==> src/rtl/a2d_scan_ctrl.sv <==
// Round-robin A2D scan controller: two SPI transactions per conversion (command, readback),
// optional 2**AVG_LOG2 oversample averaging, results kept in a packed per-slot register bank.

module SPI_mnrch (
    input  logic        clk,
    input  logic        rst_n,
    input  logic        wrt,
    input  logic [15:0] wt_data,
    input  logic        MISO,
    output logic        SS_n,
    output logic        SCLK,
    output logic        MOSI,
    output logic        done,
    output logic [15:0] rd_data
);

    logic [15:0] shft_reg;
    logic [2:0]  div;
    logic [3:0]  bit_cnt;
    logic        active;
    logic        miso_smpl;

    // SCLK period is 8 clks: MISO sampled just before the rising edge, shift on the falling edge
    always_ff @(posedge clk or negedge rst_n) begin
        if (!rst_n) begin
            shft_reg  <= '0;
            div       <= '0;
            bit_cnt   <= '0;
            active    <= 1'b0;
            miso_smpl <= 1'b0;
            SS_n      <= 1'b1;
            done      <= 1'b0;
        end else begin
            done <= 1'b0;
            if (wrt) begin
                shft_reg <= wt_data;
                div      <= '0;
                bit_cnt  <= '0;
                active   <= 1'b1;
                SS_n     <= 1'b0;
            end else if (active) begin
                div <= div + 3'd1;
                if (div == 3'd3)
                    miso_smpl <= MISO;
                if (div == 3'd7) begin
                    shft_reg <= {shft_reg[14:0], miso_smpl};
                    bit_cnt  <= bit_cnt + 4'd1;
                    if (bit_cnt == 4'd15) begin
                        active <= 1'b0;
                        SS_n   <= 1'b1;
                        done   <= 1'b1;
                    end
                end
            end
        end
    end

    assign SCLK    = active & div[2];
    assign MOSI    = shft_reg[15];
    assign rd_data = shft_reg;

endmodule

module a2d_scan_ctrl #(
    parameter int unsigned         NUM_CH   = 4,
    parameter logic [3*NUM_CH-1:0] CH_MAP   = {3'd6, 3'd5, 3'd4, 3'd0},
    parameter int unsigned         AVG_LOG2 = 0
) (
    input  logic                  clk,
    input  logic                  rst_n,
    input  logic                  nxt,
    input  logic                  free_run,
    input  logic                  MISO,
    output logic                  SS_n,
    output logic                  SCLK,
    output logic                  MOSI,
    output logic [12*NUM_CH-1:0]  ch_data,
    output logic                  upd,
    output logic [2:0]            upd_ch,
    output logic                  scan_done
);

    localparam int unsigned AW        = 12 + AVG_LOG2;
    localparam logic [2:0]  AVG_LAST  = 3'((1 << AVG_LOG2) - 1);
    localparam logic [2:0]  LAST_SLOT = 3'(NUM_CH - 1);

    typedef enum logic [2:0] {IDLE, CMD_WT, GAP, RD, RD_WT, ACC} state_t;

    state_t          state, nxt_state;
    logic            wrt;
    logic            done;
    logic [15:0]     wt_data;
    logic [15:0]     rd_data;
    logic [2:0]      slot;
    logic [2:0]      avg_cnt;
    logic [AW-1:0]   accum;
    logic [AW-1:0]   sum;
    logic [11:0]     avg;
    logic [2:0]      ch_code;
    logic            unused_rd_hi;

    SPI_mnrch u_spi (
        .clk     (clk),
        .rst_n   (rst_n),
        .wrt     (wrt),
        .wt_data (wt_data),
        .MISO    (MISO),
        .SS_n    (SS_n),
        .SCLK    (SCLK),
        .MOSI    (MOSI),
        .done    (done),
        .rd_data (rd_data)
    );

    assign ch_code      = CH_MAP[3*slot +: 3];
    assign wt_data      = {2'b00, ch_code, 11'h000};
    assign sum          = accum + AW'(rd_data[11:0]);
    assign avg          = 12'(sum >> AVG_LOG2);
    assign unused_rd_hi = ^rd_data[15:12];

    always_ff @(posedge clk or negedge rst_n) begin
        if (!rst_n)
            state <= IDLE;
        else
            state <= nxt_state;
    end

    always_comb begin
        nxt_state = state;
        wrt       = 1'b0;
        case (state)
            IDLE: if (nxt | free_run) begin
                wrt       = 1'b1;
                nxt_state = CMD_WT;
            end
            CMD_WT: if (done) nxt_state = GAP;
            GAP:    nxt_state = RD;
            RD: begin
                wrt       = 1'b1;
                nxt_state = RD_WT;
            end
            RD_WT:  if (done) nxt_state = ACC;
            ACC: if (free_run) begin
                wrt       = 1'b1;
                nxt_state = CMD_WT;
            end else begin
                nxt_state = IDLE;
            end
            default: nxt_state = IDLE;
        endcase
    end

    // Accumulate/update is committed on the RD_WT->ACC edge so upd is visible during ACC and
    // the slot has already advanced when ACC issues a free-running command.
    always_ff @(posedge clk or negedge rst_n) begin
        if (!rst_n) begin
            ch_data   <= '0;
            upd       <= 1'b0;
            upd_ch    <= '0;
            scan_done <= 1'b0;
            slot      <= '0;
            avg_cnt   <= '0;
            accum     <= '0;
        end else begin
            upd       <= 1'b0;
            scan_done <= 1'b0;
            if (state == RD_WT && done) begin
                if (avg_cnt == AVG_LAST) begin
                    ch_data[12*slot +: 12] <= avg;
                    upd       <= 1'b1;
                    upd_ch    <= slot;
                    scan_done <= (slot == LAST_SLOT);
                    accum     <= '0;
                    avg_cnt   <= '0;
                    slot      <= (slot == LAST_SLOT) ? 3'd0 : slot + 3'd1;
                end else begin
                    accum   <= sum;
                    avg_cnt <= avg_cnt + 3'd1;
                end
            end
        end
    end

endmodule
==> config.mk <==
export PLATFORM = sky130hd
export DESIGN_NAME = a2d_scan_ctrl
export DESIGN_NICKNAME = d
export VERILOG_FILES = /design/src/rtl/a2d_scan_ctrl.sv
export SDC_FILE = /design/constraint.sdc
export NUM_CORES = 1
export LEC_CHECK = 0
export BUFFER_PORTS_ARGS = -buffer_cell sky130_fd_sc_hd__buf_2
export CORE_MARGIN = 2
export CORE_UTILIZATION = 30
export CTS_CLUSTER_SIZE = 10
export DETAILED_ROUTE_END_ITERATION = 10
export GPL_TIMING_DRIVEN = 1
export SYNTH_ARGS = -nofsm -noshare
export SYNTH_HDL_FRONTEND = slang
export SYNTH_HIERARCHICAL = 1
export SYNTH_SLANG_ARGS = --single-unit
==> constraint.sdc <==
create_clock -name clk -period 4.37 [get_ports clk]
set_clock_uncertainty 0.05 [all_clocks]
set_input_delay 0.6555 -clock clk [delete_from_list [all_inputs] [get_ports clk]]
set_output_delay 0.6555 -clock clk [all_outputs]
set_load 0.02 [all_outputs]
# --- Word level (Yosys, flattened, before mapping) ---
# Cells that the tools add are included.
word_totals:
  ff_bits: 101
  in_bits: 5
  output_inout_bits: 56
  word_cells: 88
op_classes:
  n_addsub: 6
  mul: 2
  n_eq_ne: 12
  n_shift: 3
  muxes: 36
  n_bitwise: 3
  n_reduce_logical: 11
op_table:
  columns: ["operator", "n"]
  rows:
  - ["$bwmux W48", 1]
  - ["$mux W16", 3]
  - ["$shift A12 B34 Y48 const A", 1]
  - ["$shiftx A12 B34 Y48", 1]
  - ["$neg A7 Y34", 1]
  - ["$mux W3", 7]
  - ["$mux W1", 19]
  - ["$pmux W3 S6", 1]
  - ["$add A12 B12 Y12", 1]
  - ["$eq A3 B2 Y1 const B", 4]
  - ["$mux W12", 1]
  - ["$mux W4", 3]
  - ["$shiftx A12 B6 Y3 const A", 1]
  - ["$mul A2 B3 Y5 const A", 2]
  - ["$add A3 B1 Y3 const B", 3]
  - ["$eq A3 B3 Y1 const B", 3]
  - ["$reduce_and A3 Y1", 3]
  - ["$logic_not A3 Y1", 2]
  - ["$reduce_bool A2 Y1", 3]
  - ["$add A4 B1 Y4 const B", 1]
  - ["$eq A4 B4 Y1 const B", 1]
  - ["$ne A2 B1 Y1 const B", 2]
  - ["$reduce_and A2 Y1", 2]
  - ["$eq A3 B1 Y1 const B", 1]
  - ["6 further kinds", 6]

# --- Longest topological paths before layout ---
# Gate-level depths: netlist (run 1).
depth:
  ltp_word: 5
  depth_mapped: 14

# --- Cells and area by module ---
# Netlist (run 1), hierarchy kept.
by_module_without_submodules:
  columns: ["module", "n_inst", "cells_each", "area_each_um2", "seq_area_each_um2"]
  rows:
  - ["a2d_scan_ctrl", 1, 518, 4634.4, 1851.8]
  - ["SPI_mnrch", 1, 116, 1238.7, 676.9]

# --- Least setup slack after synthesis (run 1) ---
# No wires, ideal clock.
synth_timing:
  path_kind: "register -> register"
  startpoint: "register slot[0]"
  endpoint: "register ch_data[7]"
  setup_ns: 0.081
  arrival_ns: 3.515
  slack_ns: 0.724
  path_stages_with_launch: 15
  n_path_buf: 4
  synth_period_minus_slack_ns: 3.646
  cell_sequence: "dfrtp_1 buf_2 buf_1 inv_1 clkbuf_1 ha_1 and3_1 ha_1 or3_1 or2_2 a2111o_1 a21bo_4 buf_6 nor2_1 a31oi_2"
synth_via:
  elab_chain_len: 4
synth_rtl:
  columns: ["element", "line", "source"]
  rows:
  - ["from (decl)", "94", "logic [2:0] slot;"]
  - ["from (signal assigned)", "175", "slot <= (slot == LAST_SLOT) ? 3'd0 : slot + 3'd1;"]
  - ["$mul A2 B3 Y5 *", "169", "ch_data[12*slot +: 12] <= avg;"]
  - ["$neg A7 Y34 *", "169", null]
  - ["$shiftx A12 B34 Y48 or $shift A12 B34 Y48 (tied branches)", "169", null]
  - ["$bwmux W48 *", "169", null]
  - ["to (signal, indexed assignment)", "169", null]
  - ["to (decl)", "77", "output logic [12*NUM_CH-1:0] ch_data,"]
# Mark *: on every way between the ends. The rest lies on a longest branch, timed or not.
# A chain may end at the register's enable or synchronous reset.

# --- Final worst setup path (run 1) ---
layout_timing:
  startpoint: "register slot[1]"
  endpoint: "register ch_data[7]"
# The elaborated chain is that of the path after synthesis.

==> results of run 1 <==
[flip-flops by register name, indices dropped and copies added, names as in the netlist]
name and count:
avg_cnt 3, ch_data 48, u_spi/done 1, state 3, u_spi/rd_data 16, slot 3
u_spi/div 3, upd_ch 3, u_spi/miso_smpl 1, u_spi/active 1, u_spi/SS_n 1, accum 12
scan_done 1, upd 1, u_spi/bit_cnt 4
[how the worst max path moves through the flow]
| stage | start | endpoint | slack (ns) | depth (start not counted) |
|---|---|---|---|---|
| global placement | slot[1]$_DFFE_PN0P_ | ch_data[7]$_DFFE_PN0P_ | 0.73 | 11 |
| floorplan | slot[0]$_DFFE_PN0P_ | ch_data[7]$_DFFE_PN0P_ | 0.72 | 14 |
| detailed placement | slot[1]$_DFFE_PN0P_ | ch_data[7]$_DFFE_PN0P_ | 0.65 | 11 |
| global route | slot[1]$_DFFE_PN0P_ | ch_data[7]$_DFFE_PN0P_ | 0.40 | 11 |
| CTS | slot[1]$_DFFE_PN0P_ | ch_data[7]$_DFFE_PN0P_ | 0.59 | 11 |
| finish | slot[1]$_DFFE_PN0P_ | ch_data[7]$_DFFE_PN0P_ | 0.59 | 11 |
[layer usage]
layer / up-vias / GRT usage (%) / share of wire, %
met5: - / 0 / 0
met4: 0 / 5.88 / 2.3
met3: 27 / 2.63 / 6.2
met2: 195 / 23.7 / 43
met1: 2422 / 23.5 / 48
li1: 2430 / - / -
[power by group]
part           leakage (nW)  internal, mW  total [mW]  switching, mW
clock                 0.140         0.401       0.795          0.395
sequential             1.36          1.05        1.15          0.101
combinational          1.76         0.288       0.797          0.509
total                  3.26          1.73        2.74           1.00
[final cells by class]
| type | instances | area share, % |
|---|---|---|
| multi-input cells | 497 | 46.8 |
| flip-flops and latches | 101 | 37.2 |
| repair buffers | 74 | 6.00 |
| well taps | 265 | 4.87 |
| clock buffers | 9 | 3.31 |
| clock inverters | 7 | 0.956 |
| inverters | 17 | 0.938 |
[metrics by stage]
| step | utilization, % | setup slack (ns) | instances |
|---|---|---|---|
| 6_report | 35.2 | 0.591 | 970 |
| 3_3_place_gp | 33.7 | 0.726 | 954 |
| 4_1_cts | 35.2 | 0.594 | 970 |
| 5_1_grt | 35.2 | 0.401 | 970 |
| 3_5_place_dp | 33.7 | 0.652 | 954 |
| 2_1_floorplan | - | 0.724 | 645 |
[placed cells by master, fill, tap and decap left out, types with 6 or more instances in the layout]
master and instances:
conb_1 13, xor2_1 8, a21oi_1 34, nand4_1 7, inv_1 16, a22oi_1 9, o21ai_1 16, nor3_1 14
nor2_1 44, o31ai_1 6, a31oi_1 7, mux2i_1 23, nand2_1 89, ha_1 24, nor2b_1 9, nand3_1 14
dfrtp_1 100, buf_4 15, xnor2_1 8, a22o_1 7, a221oi_1 6, o21ai_0 49, mux2_2 12, buf_2 59
clkbuf_16 9
==> impl_metrics.env, run 1 <==
export IMPL_status="complete, no violations"
export IMPL_hold_violations=0
export IMPL_track_usage_pct=16.0
export IMPL_criticalPathCategory="reg2reg"
export IMPL_fill_cells=1987
export IMPL_worstReg2RegEnd="ch_data[7]$_DFFE_PN0P_"
export IMPL_start_util_pct=30.3
export IMPL_cts_max_path_buffers=2
export IMPL_crit_buf_inv=0
export IMPL_p_leak_nw=3.26
export IMPL_yosysWarnings=6
export IMPL_reg2regPathDepth=11
export IMPL_diodes=0
export IMPL_holdBufCountCts=0
export IMPL_period_share_pct=86.5
export IMPL_fp_dieH_um=144
export IMPL_power_density_nw_per_um2=403
export IMPL_cts_root_buf="clkbuf_16"
export IMPL_cts_htree_levels=3
export IMPL_grt_pass1_wl_um=25900
export IMPL_grt_max_degree=79
export IMPL_drcViolationCount=0
export IMPL_ctsResizeCount=0
export IMPL_io_buffers=60
export IMPL_synth_cells=633
export IMPL_layout_drive_gt1_share_pct=15.7
export IMPL_slowest_delay_ns=0.54
export IMPL_antenna_found_initial=0
export IMPL_cp_cell_sequence="ha_1, fa_1, xnor2_2, and3_1, ha_1, or3_1, or2_2, a2111o_1, a21bo_4, nor2_1, a31oi_2"
export IMPL_crit_path_start_kind="flip-flop"
export IMPL_totalNegativeSetupSlack_ns=0
export IMPL_rsz0062_at_grt="false"
export IMPL_syn_cell_area_sq_um=5870
export IMPL_ff_latch_area_sq_um=2530
export IMPL_hold_path_class="in2async"
export IMPL_crit_fanout=9
export IMPL_setup_violations=0
export IMPL_cts_made_buffers=9
export IMPL_cp_data_arrival_time_ns=4.01
export IMPL_whs_ns=0.416
export IMPL_first_pass_iters=5
export IMPL_grt_overflow_total=0
export IMPL_dp_hpwl_um=11600
export IMPL_gp_congestion=0.950
export IMPL_antenna_left=0
export IMPL_timing_rr_start="slot[1]$_DFFE_PN0P_"
export IMPL_multi_input_area_sq_um=3180
export IMPL_cap_violations=0
export IMPL_cpMaxStageDelayCell="a2111o_1"
export IMPL_wl_per_cell_um=16.5
export IMPL_avgSynthCellArea_sq_um=9.27
export IMPL_grt_pass1_vias=4720
export IMPL_cp_data_required_time_ns=4.60
export IMPL_num_rows=51
export IMPL_drt_initial_drc_count=541
export IMPL_cp_end_kind="flip-flop"
export IMPL_die_width_um=144
export IMPL_final_nets=731
export IMPL_ios=61
export IMPL_slew_viol_final=0
export IMPL_relSlewSlack_pct=31.6
export IMPL_clock_sinks=101
export IMPL_postCtsSetupBuffers=0
export IMPL_insertion_delay_ns=0.36
export IMPL_core_sq_um=19300
export IMPL_worst_pin_slew_ns=1.02
export IMPL_placed_cell_area_sq_um=6510
export IMPL_vias=5074
export IMPL_routed_via_density=5.23
export IMPL_p_total_mw=2.74
export IMPL_dieArea_sq_um=20700
export IMPL_period_needed_ns=3.78
export IMPL_cpMostUsedCell="ha_1"
export IMPL_finish_instance_area_sq_um=6800
export IMPL_crit_family="compound AO/OA/AOI/OAI gates"
export IMPL_syn2layout_area_growth_pct=16.0
export IMPL_max_freq_mhz=265
export IMPL_drt_wl_total_um=16000
export IMPL_clk_pin_slew_worst_paths_ns=0.08
export IMPL_tritoncts="yes"
export IMPL_max_vdd_ir_drop_mv=0.157
export IMPL_ff2ff_setup_slack_ns=0.59
No activity file was read; power rests on OpenSTA's default activity.
==> run 2, diff against run 1 <==
- CORE_UTILIZATION: 30 -> 37
==> run 2 against run 1 <==
Against the previous run: sequential power about the same; non-clock buffer count unchanged; clock-buffer cell count unchanged; die area decreased by 18%; first-iteration DRC count decreased by 31%; critical path type unchanged.
==> impl_metrics.env, run 2 (synthesis gave the netlist of run 1 again) <==
export IMPL_status="complete, no violations"
export IMPL_clk_pin_slew_worst_paths_ns=0.07
export IMPL_criticalPathCategory="reg2reg"
export IMPL_insertion_delay_ns=0.37
export IMPL_period_needed_ns=3.81
export IMPL_cts_made_buffers=9
export IMPL_grt_pass1_vias=4865
export IMPL_cp_cell_sequence="ha_1, fa_1, inv_1, and3_1, ha_1, nand3_1, nor3_1, o21ai_0, a32oi_1, o31ai_1"
export IMPL_holdBufCountCts=0
export IMPL_fp_dieH_um=130
export IMPL_layout_drive_gt1_share_pct=15.7
export IMPL_grt_pass1_wl_um=26600
export IMPL_drt_initial_drc_count=372
export IMPL_cp_end_kind="flip-flop"
export IMPL_p_total_mw=2.76
export IMPL_totalNegativeSetupSlack_ns=0
export IMPL_clkPwrFrac_pct=29.6
export IMPL_final_cells=921
export IMPL_dp_cells=905
export IMPL_grt_max_degree=75
export IMPL_crit_cells=10
export IMPL_cts_root_buf="clkbuf_16"
export IMPL_diodes=0
export IMPL_period_share_pct=87.3
export IMPL_max_vdd_ir_drop_mv=0.284
export IMPL_start_util_pct=37.3
export IMPL_p_leak_nw=3.26
export IMPL_crit_fanout=8
export IMPL_ctsResizeCount=0
export IMPL_reg2regPathDepth=10
export IMPL_tritoncts="yes"
export IMPL_worst_pin_slew_ns=1.01
export IMPL_grt_overflow_total=0
export IMPL_seq_power_share_pct=41.4
export IMPL_routed_via_density=5.50
export IMPL_netSwitchingFraction_pct=36.8
export IMPL_power_density_nw_per_um2=409
export IMPL_whs_ns=0.382
export IMPL_drt_wl_total_um=16400
export IMPL_hold_violations=0
export IMPL_track_usage_pct=20.2
export IMPL_slowest_delay_ns=0.63
export IMPL_dp_hpwl_um=12100
export IMPL_largest_register_ffs=48
export IMPL_cap_violations=0
export IMPL_intPower_mw=1.74
export IMPL_final_nets=731
export IMPL_num_rows=46
export IMPL_rsz0062_at_grt="false"
export IMPL_slew_viol_final=0
export IMPL_cpMaxStageDelayCell="nor3_1"
export IMPL_setup_violations=0
export IMPL_antenna_found_initial=0
export IMPL_crit_buf_inv=1
export IMPL_cpMostUsedCell="ha_1"
export IMPL_final_common_cell="dfrtp_1"
export IMPL_antenna_left=0
export IMPL_combPwrFrac_pct=29.0
export IMPL_cts_htree_levels=3
export IMPL_hold_path_class="in2async"
export IMPL_crit_path_start_kind="flip-flop"
export IMPL_ios=61
export IMPL_dieArea_sq_um=16900
export IMPL_regMostFlops="ch_data"
export IMPL_first_pass_iters=6
export IMPL_layout_common_cells="dfrtp_1 (100), nand2_1 (89), buf_2 (59), o21ai_0 (49), nor2_1 (44)"
export IMPL_cp_data_required_time_ns=4.55
export IMPL_wl_per_cell_um=17.8
export IMPL_cts_max_path_buffers=2
export IMPL_clock_sinks=101
export IMPL_max_freq_mhz=262
export IMPL_cp_data_arrival_time_ns=4.00
export IMPL_io_buffers=60
export IMPL_crit_family="adder cells"
export IMPL_vias=5064
export IMPL_p_switching_mw=1.02
export IMPL_relSlewSlack_pct=32.6
export IMPL_core_sq_um=15700
export IMPL_gp_congestion=0.956
export IMPL_drcViolationCount=0
export IMPL_postCtsSetupBuffers=0
export IMPL_die_width_um=130
export IMPL_syn2layout_area_growth_pct=15.1
-- run 2: worst reg2reg max path, delay by kind of cell (launching register included) --
family                     cells  cell delay, ns
adders and majority gates      3            1.22
and+or+nand+nor                3            1.07
AOI/OAI and AO/OA              3            0.76
buffers and inverters          1            0.16
DFF                            1            0.44
-- run 2: path summary, 6_finish.rpt --
path	start	end	slack [ns]
max	slot[1]$_DFFE_PN0P_	ch_data[39]$_DFFE_PN0P_	0.56
min	rst_n	ch_data[42]$_DFFE_PN0P_	0.38
max reg2reg	slot[1]$_DFFE_PN0P_	ch_data[39]$_DFFE_PN0P_	0.56
min reg2reg	ch_data[10]$_DFFE_PN0P_	ch_data[10]$_DFFE_PN0P_	0.43
max in group asynchronous	rst_n	slot[0]$_DFFE_PN0P_	2.97
min in group clk	ch_data[10]$_DFFE_PN0P_	ch_data[10]$_DFFE_PN0P_	0.43
-- run 2: layout make-up --
type                            count  area (sq um)
Clock inverter                      7          77.6
Fill cell                        1549          8960
Sequential cell                   101          2530
Timing Repair Buffer               74           408
Inverter                           17          63.8
Clock buffer                        9           225
Multi-Input combinational cell    497          3180
Tap cell                          216           270
-- run 2: through the flow --
step / worst slack (ns) / area [sq um] / util, %
4_1_cts: 0.600 / 6750 / 43.0
2_1_floorplan: 0.724 / 5910 / -
6_report: 0.556 / 6750 / 43.0
5_1_grt: 0.245 / 6750 / 43.0
3_5_place_dp: 0.620 / 6450 / 41.1
3_3_place_gp: 0.698 / 6450 / 41.1
-- run 2: metal layers --
metal  vias to the layer above  track usage, %  part of all wire, %
met5                         -               0                    0
li1                       2442               -                    -
met4                         0            7.59                  2.2
met3                        28            2.71                  5.4
met2                       159            29.8                   44
met1                      2435            30.2                   48
-- run 2: power groups by stage --
stage               combinational [mW]  clock [mW]  sequential, mW
floorplan                        0.555           0            1.13
global placement                 0.773           0            1.16
detailed placement               0.793           0            1.16
CTS                              0.794       0.834            1.14
global route                     0.888       0.864            1.16
finish                           0.801       0.817            1.14
